===== config.mk =====
export PLATFORM = sky130hd
export DESIGN_NAME = ulaw_comp
export DESIGN_NICKNAME = d
export VERILOG_FILES = /design/src/rtl/ulaw_comp.sv
export SDC_FILE = /design/constraint.sdc
export NUM_CORES = 1
export LEC_CHECK = 0
export BUFFER_PORTS_ARGS = -buffer_cell sky130_fd_sc_hd__buf_2
export CAP_MARGIN = 20
export CORE_MARGIN = 2
export CORE_UTILIZATION = 53
export DETAILED_ROUTE_END_ITERATION = 10
export HOLD_SLACK_MARGIN = 0.02
export PLACE_DENSITY = 0.84
export RECOVER_POWER = 25
export SLEW_MARGIN = 20
export SYNTH_ARGS = -nofsm -noshare
export SYNTH_HDL_FRONTEND = slang
export SYNTH_SLANG_ARGS = --single-unit

===== constraint.sdc =====
create_clock -name clk -period 2.8 [get_ports clk]
set_input_delay 0.28 -clock clk [delete_from_list [all_inputs] [get_ports clk]]
set_output_delay 0.28 -clock clk [all_outputs]
set_load 0.1 [all_outputs]

===== src/rtl/ulaw_comp.sv =====
// u-law compressor: 14-bit two's-complement sample to non-inverted {s, seg, mant}
// code, found by an iterative segment search that tests one segment per clock.
module ulaw_comp #(
  parameter int BIAS = 33,
  parameter int CLIP = 8191
) (
  input  logic        clk,
  input  logic        rst,
  input  logic        start,
  input  logic [13:0] lin_in,
  output logic [7:0]  enc_out,
  output logic        finish,
  output logic        busy
);

  typedef enum logic [1:0] {IDLE, ABS, SCAN} state_t;

  state_t      state, state_nx;
  logic [13:0] lin_r;
  logic        s;
  logic [12:0] mag;
  logic [2:0]  seg;

  logic        load;
  logic        done;
  logic        hit;
  logic [12:0] mag_sh;
  logic [14:0] lin_ext;
  logic [14:0] abs_val;
  logic [14:0] biased;
  logic [12:0] clipped;

  // Widen to 15 bits before negating so that -8192 has a positive magnitude.
  assign lin_ext = {lin_r[13], lin_r};
  assign abs_val = lin_r[13] ? (~lin_ext + 15'd1) : lin_ext;
  assign biased  = abs_val + 15'(BIAS);
  assign clipped = (biased > 15'(CLIP)) ? 13'(CLIP) : biased[12:0];

  // Shifting by seg puts the segment's leading bit at 5 and its mantissa at [4:1].
  assign mag_sh = mag >> seg;
  assign hit    = mag_sh[5] || (seg == 3'd0);

  // NOTE: sequential state uses non-blocking assignments so every register
  // samples the pre-edge values of the others, independent of statement order.
  always_ff @(posedge clk or posedge rst) begin
    if (rst) state <= IDLE;
    else     state <= state_nx;
  end

  // NOTE: each combinational output gets a default first so no path through
  // the case leaves it unassigned, which would infer a latch.
  always_comb begin
    state_nx = state;
    case (state)
      IDLE:    if (start) state_nx = ABS;
      ABS:     state_nx = SCAN;
      SCAN:    if (hit) state_nx = IDLE;
      default: state_nx = IDLE;
    endcase
  end

  always_comb begin
    busy = 1'b0;
    load = 1'b0;
    done = 1'b0;
    case (state)
      IDLE:    load = start;
      ABS:     busy = 1'b1;
      SCAN: begin
        busy = 1'b1;
        done = hit;
      end
      default: ;
    endcase
  end

  always_ff @(posedge clk or posedge rst) begin
    if (rst) begin
      lin_r   <= '0;
      s       <= 1'b0;
      mag     <= '0;
      seg     <= 3'd7;
      enc_out <= 8'h00;
      finish  <= 1'b0;
    end else begin
      finish <= done;
      if (load) begin
        lin_r <= lin_in;
        s     <= lin_in[13];
      end
      if (state == ABS) begin
        mag <= clipped;
        seg <= 3'd7;
      end
      if (state == SCAN && !hit) seg <= seg - 3'd1;
      if (done) enc_out <= {s, seg, mag_sh[4:1]};
    end
  end

endmodule


== After elaboration in Yosys (flattened, before gate mapping) ==
Cells that the tools add are included.

* Bits in registers: 42
* Bits of input ports: 17
* Output and inout port bits: 10

* Add/subtract/negate cells: 3
* Order comparisons: 1
* Equal/unequal tests: 4
* Shifts and indexed selects: 1
* Multiplexer cells: 10
* Bitwise gates (word level): 1
* Reductions and logical operators: 8

{| class="wikitable"
|+ Operator list
! cell !! count
|-
| 15-bit by 1-bit adder with 15-bit output (second input constant) || 1
|-
| 15-bit by 6-bit adder with 15-bit output (second input constant) || 1
|-
| 15-bit by 13-bit > comparator with 1-bit output (second input constant) || 1
|-
| 15-bit two-way mux || 1
|-
| 15-bit NOT || 1
|-
| 13-bit two-way mux || 1
|-
| 13-bit by 3-bit right shift with 6-bit output || 1
|-
| 3-bit two-way mux || 2
|-
| 2-bit one-hot mux with 3 select lines || 1
|-
| 2-bit two-way mux || 2
|-
| 2-bit inequality test (second input constant) || 2
|-
| 3-bit logical NOT || 1
|-
| 1-bit two-way mux || 3
|-
| 3-bit by 1-bit subtractor with 3-bit output (second input constant) || 1
|-
| 2-bit by 1-bit == test with 1-bit output (second input constant) || 1
|-
| 2-bit == test (second input constant) || 1
|-
| 2-bit logical NOT || 1
|-
| 2-bit AND reduction || 1
|-
| 2-bit nonzero test || 1
|-
| 2-bit OR reduction || 1
|-
| 1-bit logical AND || 1
|-
| 1-bit logical NOT || 1
|-
| 1-bit logical OR || 1
|}

== Longest topological paths before layout ==
Gate-level depths: netlist of run 1.

* Depth after elaboration: 6
* Depth in mapped cells: 11

== Worst setup path before layout of run 1 ==
OpenSTA, ideal clock, no wires.

* Path kind: register to register
* From: reg lin_r[0]
* To: reg mag[10]
* Setup time: 82 ps
* Data arrival time: 2604 ps
* Slack: 113 ps
* Stages on the path, launching flop included: 10
* Path buffers: 1
* Clock period less this slack: 2687 ps
* Cell sequence: dfrtp_1 -> inv_1 -> ha_1 -> buf_4 -> or3b_2 -> o41ai_1 -> xor2_1 -> nor4_1 -> a21boi_2 -> o22ai_1

* Longest elaborated chain between the ends: 6

{| class="wikitable"
|+ Ends and longest elaborated chain
! what !! RTL line !! RTL
|-
| from (decl) || 19 || <nowiki>logic [13:0] lin_r;</nowiki>
|-
| from (signal assigned) || 88 || <nowiki>lin_r <= lin_in;</nowiki>
|-
| 15-bit NOT || 35 || <nowiki>assign abs_val = lin_r[13] ? (~lin_ext + 15'd1) : lin_ext;</nowiki>
|-
| 15-bit by 1-bit adder with 15-bit output || 35 ||
|-
| 15-bit two-way mux * || 35 ||
|-
| 15-bit by 6-bit adder with 15-bit output * || 36 || <nowiki>assign biased = abs_val + 15'(BIAS);</nowiki>
|-
| 15-bit by 13-bit > comparator with 1-bit output || 37 || <nowiki>assign clipped = (biased > 15'(CLIP)) ? 13'(CLIP) : biased[12:0];</nowiki>
|-
| 13-bit two-way mux * || 37 ||
|-
| to (signal assigned) || 92 || <nowiki>mag <= clipped;</nowiki>
|-
| to (decl) || 21 || <nowiki>logic [12:0] mag;</nowiki>
|}

Mark *: on every way between the ends. The rest lies on a longest branch, timed or not.
A chain may end at the register's enable or synchronous reset.

== Final worst setup path of run 1 ==
* From: reg lin_r[0]
* To: reg mag[11]

Same word-level chain as after synthesis.

==> results of run 1 <==
[sequential cells by signal, summed over array words and instances (netlist names)]
name and count:
enc_out 8, finish 1, lin_r 14, mag 12
seg 3, state 2
[repair_timing]
item / 4_1_cts / 5_1_grt
setup endpoints to repair: 3 / 9
gates cloned: 0 / 0
buffers inserted: 0 / 2
hold buffers: 0 / 0
pin swaps: 0 / 1
resized for setup: 1 / 6
[final cells by class]
| cell class | instances | area (um2) | area share |
|---|---|---|---|
| clock inverter | 3 | 46.29 | 0.01528 |
| inverter | 13 | 48.80 | 0.01610 |
| clock buffer | 5 | 68.82 | 0.02271 |
| multi-input combinational | 189 | 1531 | 0.5054 |
| tap | 67 | 83.83 | 0.02766 |
| sequential | 40 | 1005 | 0.3315 |
| timing repair buffer | 42 | 246.5 | 0.08134 |
[worst reg2reg max path: cells and delay by family (launching register included)]
family | cells | cell delay, ps
AO/OA/AOI/OAI | 3 | 740
adder cells (fa/ha/maj) | 1 | 210
buffers and inverters | 2 | 330
flip-flops | 1 | 380
AND/OR/NAND/NOR | 3 | 950
[placed cells by master, fill, tap and decap left out, drive strengths merged, types with 2 or more instances in the layout]
cell type,count
a211oi,6
a21boi,2
a21oi,13
a311oi,2
a31oi,2
and3,3
buf,41
clkbuf,6
dfrtp,37
dfstp,3
ha,9
inv,14
mux2,16
mux2i,5
mux4,9
nand2,20
nand2b,4
nand3b,2
nand4,2
nor2,19
nor2b,5
nor3,2
nor4,3
o21ai,12
o22ai,4
o31ai,6
o32ai,2
o41ai,2
or2,2
or3b,2
or4,4
or4b,2
xnor2,5
xor2,10
[metal layers]
| layer | vias up | routed length, um | GRT usage |
|---|---|---|---|
| li1 | 1007 | - | - |
| met1 | 990 | 2426 | 0.2491 |
| met2 | 34 | 2571 | 0.3451 |
| met3 | 7 | 187 | 0.05756 |
| met4 | 0 | 56 | 0.05952 |
| met5 | - | 0 | 0 |
[metrics by stage]
step	setup slack [ps]	utilization	hold WS, ps	TNS (ps)
floorplan	113.1	-	430.5	0
global placement	95.70	0.5982	397.7	0
detailed placement	26.88	0.5982	417.0	0
CTS	58.00	0.6227	77.76	0
global route	-53.10	0.6332	116.8	-134.5
finish	112.8	0.6332	53.63	0
[worst paths after layout]
| path | start | to | slack, ps | cells past startpoint |
|---|---|---|---|---|
| worst max-delay path | lin_r[0] | mag[11] | 110 | 9 |
| worst min-delay path | rst | enc_out[3] | 50 | 2 |
| worst max register to register | lin_r[0] | mag[11] | 110 | 9 |
| worst min register to register | enc_out[0] | enc_out[0] | 480 | 2 |
| max in group asynchronous | rst | lin_r[10] | 1180 | 3 |
| min in group clk | lin_in[4] | lin_r[4] | 200 | 2 |
[logic make-up after synthesis]
| kind of cell | count (synthesis) | share of synthesized area |
|---|---|---|
| and+or+nand+nor | 77 | 0.1592 |
| xor gates and xnor gates | 15 | 0.04960 |
| adders and majority gates | 9 | 0.04251 |
| DFF | 40 | 0.3793 |
| AOI/OAI and AO/OA | 58 | 0.1479 |
| buffers and inverters | 29 | 0.05810 |
| muxes | 30 | 0.1634 |
==> impl_metrics.env, run 1 <==
export IMPL_yosysMostFrequentCell="dfrtp_1"
export IMPL_fin_skew_ps=9.326
export IMPL_cts_max_path_buffers=2
export IMPL_fp_dieH_um=74.70
export IMPL_post_drt_wl_per_cell_um=14.60
export IMPL_ys_seq_area_frac=0.3793
export IMPL_yosys_warnings=0
export IMPL_antenna_cells=0
export IMPL_max_cap_violations=0
export IMPL_grt_pass1_wl_um=8611
export IMPL_synth_edf_count=0
export IMPL_synth_top_area_frac=0.3496
export IMPL_critPathCaptureType="flip-flop"
export IMPL_cts_tree="done"
export IMPL_drt_iter0_drc=47
export IMPL_synth_fp_nets=284
export IMPL_place_inst=349
export IMPL_cp_slowest_cell="or4_1"
export IMPL_layoutNonFillerInstCount=359
export IMPL_postSynthCellCount=258
export IMPL_dieArea_um2=5579
export IMPL_ys_async_sr_fraction=1.000
export IMPL_cp_num_buf_inv=2
export IMPL_holdCritPathClass="primary input to async pin"
export IMPL_rows=25
export IMPL_syn_area_um2=2649
export IMPL_syn_area_per_cell_um2=10.27
export IMPL_vias=2038
export IMPL_crit_path_max_fanout=9
export IMPL_required_ps=3020
export IMPL_portBuffers=26
export IMPL_fmax_mhz=372.1
export IMPL_outcome="completed"
export IMPL_clk_pin_slew_ps=90
export IMPL_drc=0
export IMPL_ant_nets=0
export IMPL_tritoncts_num_buffers=5
export IMPL_worstPathArrival_ps=2900
export IMPL_timing_final_crit_period_ps=2687
export IMPL_crit_path_start_kind="flip-flop"
export IMPL_cp_top_family="simple AND/OR/NAND/NOR gates"
export IMPL_maxSlewHeadroom=0.1724
export IMPL_clock_latency_ps=310
export IMPL_crit_path_frequent_cell="a211oi_2"
export IMPL_hpwl_um=3756
export IMPL_path_cells="inv_1 > ha_4 > nor4bb_1 > a211oi_2 > or4_1 > a211oi_2 > buf_4 > nand2_1 > a311oi_1"
export IMPL_finalHoldViolCount=0
export IMPL_clockRootBuffer="clkbuf_8"
export IMPL_fillers=412
export IMPL_layout_drive_gt1_share=0.3116
export IMPL_core_area_um2=4786
export IMPL_ys_ff_latch=40
export IMPL_htreeDepth=2
export IMPL_placement_cell_area_um2=2863
export IMPL_synth_top_area_cell="dfrtp_1"
export IMPL_area_growth_syn_to_layout_pct=14.41
export IMPL_gp_congestion=0.8783
export IMPL_initial_core_util=0.5535
export IMPL_grt_max_degree=24
export IMPL_grt_ovfl_total=0
export IMPL_first_pass_iters=4
export IMPL_setup_violations=0
export IMPL_antenna_found_initial=0
export IMPL_path_class="flip-flop to flip-flop"
export IMPL_fin_crit_sh=0.9597
export IMPL_synth_distinct_cells=56
export IMPL_design_area_um2=3030
export IMPL_nets=317
export IMPL_track_usage=0.2015
export IMPL_cts_sinks=40
export IMPL_worst_slew_pin_slew_ps=1241
export IMPL_die_x_um=74.70
export IMPL_io_pins=27
export IMPL_avgViaCountPerCell=5.677
export IMPL_cpPeakStageDelay_ps=530
export IMPL_drv_slew=0
export IMPL_ys_top_cells_by_area="dfrtp_1 35%, mux4_2 7.7%, mux2_2 6.8%"
export IMPL_synthTopCellsByCount="37 x dfrtp_1, 20 x nand2_1, 19 x nor2_1, 16 x mux2_2"
export IMPL_grt_pass1_vias=2002
export IMPL_ys_flop_type="dfrtp_1"
export IMPL_routed_wl_um=5241
Power of run 1 is left out: the tool's default activity adds up to more than one toggle a clock period on the data nets, which glitch-free logic cannot reach.
==> inputs of run 2 (changes only) <==
--- a/config.mk
+++ b/config.mk
@@ -8,11 +8,12 @@
 export BUFFER_PORTS_ARGS = -buffer_cell sky130_fd_sc_hd__buf_2
 export CAP_MARGIN = 20
 export CORE_MARGIN = 2
-export CORE_UTILIZATION = 53
+export CORE_UTILIZATION = 55
 export DETAILED_ROUTE_END_ITERATION = 10
 export HOLD_SLACK_MARGIN = 0.02
-export PLACE_DENSITY = 0.84
+export PLACE_DENSITY = 0.83
 export RECOVER_POWER = 25
+export REMOVE_ABC_BUFFERS = 1
 export SLEW_MARGIN = 20
 export SYNTH_ARGS = -nofsm -noshare
 export SYNTH_HDL_FRONTEND = slang
==> constraint.sdc (replaced) <==
create_clock -name clk -period 2.5 [get_ports clk]
set_input_delay 0.25 -clock clk [delete_from_list [all_inputs] [get_ports clk]]
set_output_delay 0.25 -clock clk [all_outputs]
set_load 0.1 [all_outputs]
==> impl_metrics.env, run 2 (same netlist as run 1, synthesis figures left out) <==
export IMPL_outcome="finished, violations left"
export IMPL_violations="capacitance limit, slew limit, setup timing"
export IMPL_clockRootBuffer="clkbuf_8"
export IMPL_tritoncts_num_buffers=5
export IMPL_grt_setup_unrepaired="true"
export IMPL_path_depth=9
export IMPL_drt_iter0_drc=93
export IMPL_cts_max_path_buffers=2
export IMPL_required_ps=2710
export IMPL_layout_drive_gt1_share=0.4237
export IMPL_largest_register="lin_r"
export IMPL_cp_top_family="simple AND/OR/NAND/NOR gates"
export IMPL_grt_ovfl_total=0
export IMPL_clk_pin_slew_ps=80
export IMPL_fin_crit_sh=1.030
export IMPL_routed_wl_um=6125
export IMPL_worst_slew_pin_slew_ps=2104
export IMPL_critPathLaunch="lin_r[1]"
export IMPL_ant_nets=0
export IMPL_timing_final_crit_period_ps=2575
export IMPL_cp_slowest_cell="or4_4"
export IMPL_layout_commonest_cell="buf_4"
export IMPL_path_class="flip-flop to flip-flop"
export IMPL_cts_tree="done"
export IMPL_cts_sinks=40
export IMPL_path_cells="buf_6 > or4_4 > o31ai_2 > xor2_1 > nor4_1 > buf_4 > a21boi_4 > buf_4 > a21oi_1"
export IMPL_core_area_um2=4692
export IMPL_finalHoldViolCount=0
export IMPL_endpoint="mag[3]"
export IMPL_fin_skew_ps=6.438
export IMPL_r2r_cells=9
export IMPL_hpwl_um=4151
export IMPL_post_drt_wl_per_cell_um=16.33
export IMPL_setup_slack_ps=-75.11
export IMPL_area_growth_syn_to_layout_pct=27.21
export IMPL_io_pins=27
export IMPL_largest_reg_flops=14
export IMPL_r2r_end="mag[3]"
export IMPL_die_x_um=73.40
export IMPL_clock_latency_ps=290
export IMPL_crit_path_max_fanout=7
export IMPL_grt_max_degree=41
export IMPL_maxSlewHeadroom=-0.4030
export IMPL_r2r_start="lin_r[1]"
export IMPL_dieArea_um2=5387
export IMPL_vias=2185
export IMPL_grt_pass1_vias=2186
export IMPL_crit_path_frequent_cell="buf_4"
export IMPL_avgViaCountPerCell=5.827
export IMPL_htreeDepth=2
export IMPL_critPathCaptureType="flip-flop"
export IMPL_nets=346
export IMPL_hold_slack_ps=182.0
export IMPL_cp_num_buf_inv=3
export IMPL_r2r_setup_slack_ps=-80
export IMPL_fmax_mhz=388.3
export IMPL_rows=25
export IMPL_first_pass_iters=4
export IMPL_drv_slew=41
export IMPL_portBuffers=26
export IMPL_fp_dieH_um=73.40
export IMPL_antenna_cells=0
export IMPL_track_usage=0.2417
export IMPL_gp_congestion=0.9173
export IMPL_initial_core_util=0.5645
export IMPL_holdBufCountCts=0
export IMPL_grt_pass1_wl_um=10090
export IMPL_setup_violations=7
export IMPL_cpPeakStageDelay_ps=590
export IMPL_reg_largest_list="lin_r: 14 flops, mag: 12 flops, enc_out: 8 flops"
export IMPL_max_cap_violations=1
export IMPL_worstPathArrival_ps=2780
export IMPL_final_cell_mix="43 x buf_4, 37 x dfrtp_1, 26 x buf_2"
export IMPL_crit_path_start_kind="flip-flop"
export IMPL_holdCritPathClass="primary input to flip-flop"
export IMPL_fillers=333
export IMPL_drc=0
export IMPL_antenna_found_initial=0
## run 2: cell types whose count changed in the layout (fill, tap and decap cells not counted), sizes merged
cell / delta
buf: +29
clkbuf: +2
clkinvlp: -1
inv: -1
## run 2: worst register-to-register path, cell delays in order (launching register included)
cell and delay, ps:
dfrtp_1 400, buf_6 140, or4_4 590, o31ai_2 310, xor2_1 150, nor4_1 320
buf_4 190, a21boi_4 70, buf_4 160, a21oi_1 150
## run 2: area by class of cell
| cell class | instances | area, um2 | area share |
|---|---|---|---|
| flip-flops and latches | 40 | 1005 | 0.2982 |
| well taps | 54 | 67.56 | 0.02005 |
| inverters | 13 | 48.80 | 0.01448 |
| clock buffers | 7 | 96.34 | 0.02859 |
| clock inverters | 1 | 30.03 | 0.008912 |
| repair buffers | 71 | 467.9 | 0.1389 |
| multi-input cells | 189 | 1654 | 0.4909 |
## run 2: worst min-delay path by stage
stage / from / to / slack [ps] / depth (start not counted)
after floorplan: lin_in[0] / lin_r[0] / 400 / 1
after global placement: rst / enc_out[6] / 380 / 3
after detailed placement: rst / enc_out[6] / 410 / 3
after CTS: rst / state[0] / 80 / 3
after global routing: lin_in[10] / lin_r[10] / 170 / 2
final: lin_in[12] / lin_r[12] / 180 / 2
## run 2: repair_timing
| item | CTS | global route |
|---|---|---|
| endpoints found under the setup margin | 11 | 12 |
| hold endpoints to repair | 0 | 0 |
| buffers inserted | 0 | 2 |
| resized for setup | 12 | 19 |
| pin swaps | 1 | 10 |
## run 2: layer usage
metal  share of wire  global-route usage  vias to the layer above
met5               0                   0                        -
met4           0.024             0.05657                        0
met3           0.039             0.04938                       13
met2            0.52              0.4314                       64
met1            0.41              0.3007                     1042
li1                -                   -                     1066
## run 2: per-stage QoR
stage	instances	setup WS (ps)	utilization	TNS, ps	instance area [um2]
4_1_cts	373	7.116	0.6968	0	3269
3_5_place_dp	365	-91.11	0.6531	-682.4	3064
2_1_floorplan	242	-186.6	-	-1507	2544
3_3_place_gp	365	16.43	0.6531	0	3064
6_report	375	-75.11	0.7181	-300.0	3369
5_1_grt	375	-138.4	0.7181	-1043	3369
Power of run 2 is left out for the same reason.
==> inputs of run 3 (changes only) <==
--- a/config.mk
+++ b/config.mk
@@ -5,6 +5,7 @@
 export SDC_FILE = /design/constraint.sdc
 export NUM_CORES = 1
 export LEC_CHECK = 0
+export ABC_AREA = 1
 export BUFFER_PORTS_ARGS = -buffer_cell sky130_fd_sc_hd__buf_2
 export CAP_MARGIN = 20
 export CORE_MARGIN = 2
@@ -14,6 +15,7 @@
 export PLACE_DENSITY = 0.83
 export RECOVER_POWER = 25
 export REMOVE_ABC_BUFFERS = 1
+export SKIP_CTS_REPAIR_TIMING = 1
 export SLEW_MARGIN = 20
 export SYNTH_ARGS = -nofsm -noshare
 export SYNTH_HDL_FRONTEND = slang
==> impl_metrics.env, run 3 <==
export IMPL_synth_top_family_by_area="simple AND/OR/NAND/NOR gates"
export IMPL_ys_ff_latch=40
export IMPL_final_cell_mix="115 x nand2_1, 57 x inv_1, 39 x nor2_1"
export IMPL_synth_compound_area_frac=0.1192
export IMPL_fmax_mhz=427.1
export IMPL_antenna_cells=0
export IMPL_critPathLaunch="lin_r[1]"
export IMPL_endpoint="mag[10]"
export IMPL_synth_top_area_cell="dfrtp_1"
export IMPL_rows=25
export IMPL_cts_tree="done"
export IMPL_path_depth=17
export IMPL_syn_area_per_cell_um2=6.755
export IMPL_fp_dieH_um=74.18
export IMPL_synthTopCellsByCount="120 x nand2_1, 59 x inv_1, 40 x nor2_1, 37 x dfrtp_1, 36 x nand3_1"
export IMPL_r2r_end="mag[10]"
export IMPL_first_pass_iters=6
export IMPL_yosysMostFrequentCell="nand2_1"
export IMPL_die_x_um=74.18
export IMPL_crit_path_max_fanout=5
export IMPL_grt_ovfl_total=0
export IMPL_met1_length_um=2383
export IMPL_required_ps=2740
export IMPL_fin_skew_ps=6.234
export IMPL_cts_max_path_buffers=2
export IMPL_violations="capacitance limit, slew limit"
export IMPL_clk_pin_slew_ps=80
export IMPL_hold_slack_ps=184.2
export IMPL_path_cells="inv_2 > ha_1 > nand2_1 > o21ai_2 > ha_2 > nand2_1 > inv_1 > nand3_2 > nand2_2 > nand2_2 > o21ai_2 > nand2_2 > nor2_4 > nand3_2 > nand3_1 > nand2_1 > inv_1"
export IMPL_routed_wl_um=5407
export IMPL_syn_area_um2=2709
export IMPL_vias=2454
export IMPL_design_area_um2=3093
export IMPL_yosys_area_share_adder=0.04157
export IMPL_max_cap_violations=1
export IMPL_avgViaCountPerCell=4.948
export IMPL_nets=454
export IMPL_area_growth_syn_to_layout_pct=14.18
export IMPL_layout_drive_gt1_share=0.1702
export IMPL_initial_core_util=0.5735
export IMPL_ys_seq_area_frac=0.3709
export IMPL_clock_latency_ps=300
export IMPL_antenna_found_initial=0
export IMPL_portBuffers=26
export IMPL_largest_reg_flops=14
export IMPL_cts_sinks=40
export IMPL_synth_simple_area_share=0.3335
export IMPL_core_area_um2=4723
export IMPL_post_drt_wl_per_cell_um=10.90
export IMPL_timing_final_crit_period_ps=2341
export IMPL_fillers=399
export IMPL_path_class="flip-flop to flip-flop"
export IMPL_critPathCaptureType="flip-flop"
export IMPL_fin_util=0.6548
export IMPL_gp_congestion=0.8934
export IMPL_largest_register="lin_r"
export IMPL_setup_violations=0
export IMPL_grt_pass1_wl_um=9114
export IMPL_grt_setup_unrepaired="true"
export IMPL_yosys_warnings=0
export IMPL_io_pins=27
export IMPL_dieArea_um2=5503
export IMPL_synth_xor_area_frac=0.009700
export IMPL_drv_slew=41
export IMPL_ys_top_cells_by_area="dfrtp_1 34%, nand2_1 17%, inv_1 8.2%"
export IMPL_drt_iter0_drc=140
export IMPL_synth_edf_count=0
export IMPL_grt_max_degree=41
export IMPL_grt_pass1_vias=2151
export IMPL_r2r_start="lin_r[1]"
export IMPL_clockRootBuffer="clkbuf_8"
export IMPL_ys_flop_type="dfrtp_1"
export IMPL_topRoutingLayerUsed="met4"
export IMPL_synth_distinct_cells=33
export IMPL_maxSlewHeadroom=-0.3843
export IMPL_ys_async_sr_fraction=1.000
export IMPL_drc=0
export IMPL_crit_path_start_kind="flip-flop"
export IMPL_r2r_setup_slack_ps=160
export IMPL_track_usage=0.2126
export IMPL_htreeDepth=2
export IMPL_ant_nets=0
export IMPL_placement_cell_area_um2=2897
export IMPL_holdCritPathClass="primary input to flip-flop"
export IMPL_met3_wirelength_um=187
export IMPL_r2r_cells=17
export IMPL_worstPathArrival_ps=2590
export IMPL_cp_slowest_cell="dfrtp_1"
export IMPL_cpPeakStageDelay_ps=360
export IMPL_tritoncts_num_buffers=5
export IMPL_synth_top_area_frac=0.3418
export IMPL_finalHoldViolCount=0
export IMPL_cp_num_buf_inv=3
export IMPL_outcome="finished, violations left"
export IMPL_postSynthCellCount=401
export IMPL_cp_top_family="simple AND/OR/NAND/NOR gates"
export IMPL_fin_crit_sh=0.9366
export IMPL_layout_commonest_cell="nand2_1"
export IMPL_reg_largest_list="lin_r: 14 flops, mag: 12 flops, enc_out: 8 flops"
export IMPL_muxShareOfSynthArea=0.01570
export IMPL_hpwl_um=3871
export IMPL_worst_slew_pin_slew_ps=2076
export IMPL_dr_wl_met2_um=2691
## run 3: cell types whose count changed after synthesis, sizes merged, moves of 9 or more
cell and delta:
nand2 +101, inv +49, nand3 +38, nor2 +24, mux2 -14, o21ai +14
mux4 -9
## run 3: per-layer routing
layer / GRT usage / vias to the layer above
li1: - / 1314
met1: 0.2541 / 1080
met2: 0.3710 / 48
met3: 0.04472 / 12
met4: 0.08889 / 0
met5: 0 / -
## run 3: worst register-to-register path: stages, from the launching register on
cell,delay (ps)
dfrtp_1,360
inv_2,60
ha_1,290
nand2_1,70
o21ai_2,90
ha_2,200
nand2_1,80
inv_1,90
nand3_2,110
nand2_2,90
nand2_2,90
o21ai_2,170
nand2_2,80
nor2_4,160
nand3_2,140
nand3_1,100
nand2_1,60
inv_1,50
## run 3: logic make-up (layout without fill, tap and decap cells)
group / count (synthesis) / after routing
AND/OR/NAND/NOR: 212 / 213
adder cells (fa/ha/maj): 9 / 9
AO/OA/AOI/OAI: 58 / 58
buffers and inverters: 75 / 102
flip-flops: 40 / 40
XOR/XNOR: 3 / 3
multiplexers: 4 / 4
## run 3: worst min-delay path by stage
stage,startpoint,to,slack (ps),cells after the start
after floorplan,lin_in[12],lin_r[12],400,1
after global placement,rst,enc_out[5],390,3
after detailed placement,rst,enc_out[5],410,3
after CTS,rst,enc_out[5],80,3
after global routing,lin_in[9],lin_r[9],200,2
final,lin_in[12],lin_r[12],180,2
## run 3: area by class of cell
cell class	instances	area, um2	area share
clock buffer	6	72.57	0.02346
clock inverter	2	60.06	0.01942
inverter	62	232.7	0.07524
multi-input combinational	287	1468	0.4745
sequential	40	1005	0.3248
tap	67	83.83	0.02710
timing repair buffer	32	171.4	0.05542
## run 3: metrics by stage
stage | setup WS (ps) | std cells | TNS, ps
floorplan | 286.7 | 388 | 0
global placement | 228.9 | 486 | 0
detailed placement | 105.2 | 486 | 0
CTS | 0.4055 | 494 | 0
global route | -21.02 | 496 | -109.8
finish | 158.6 | 496 | 0
Power of run 3 is left out for the same reason.
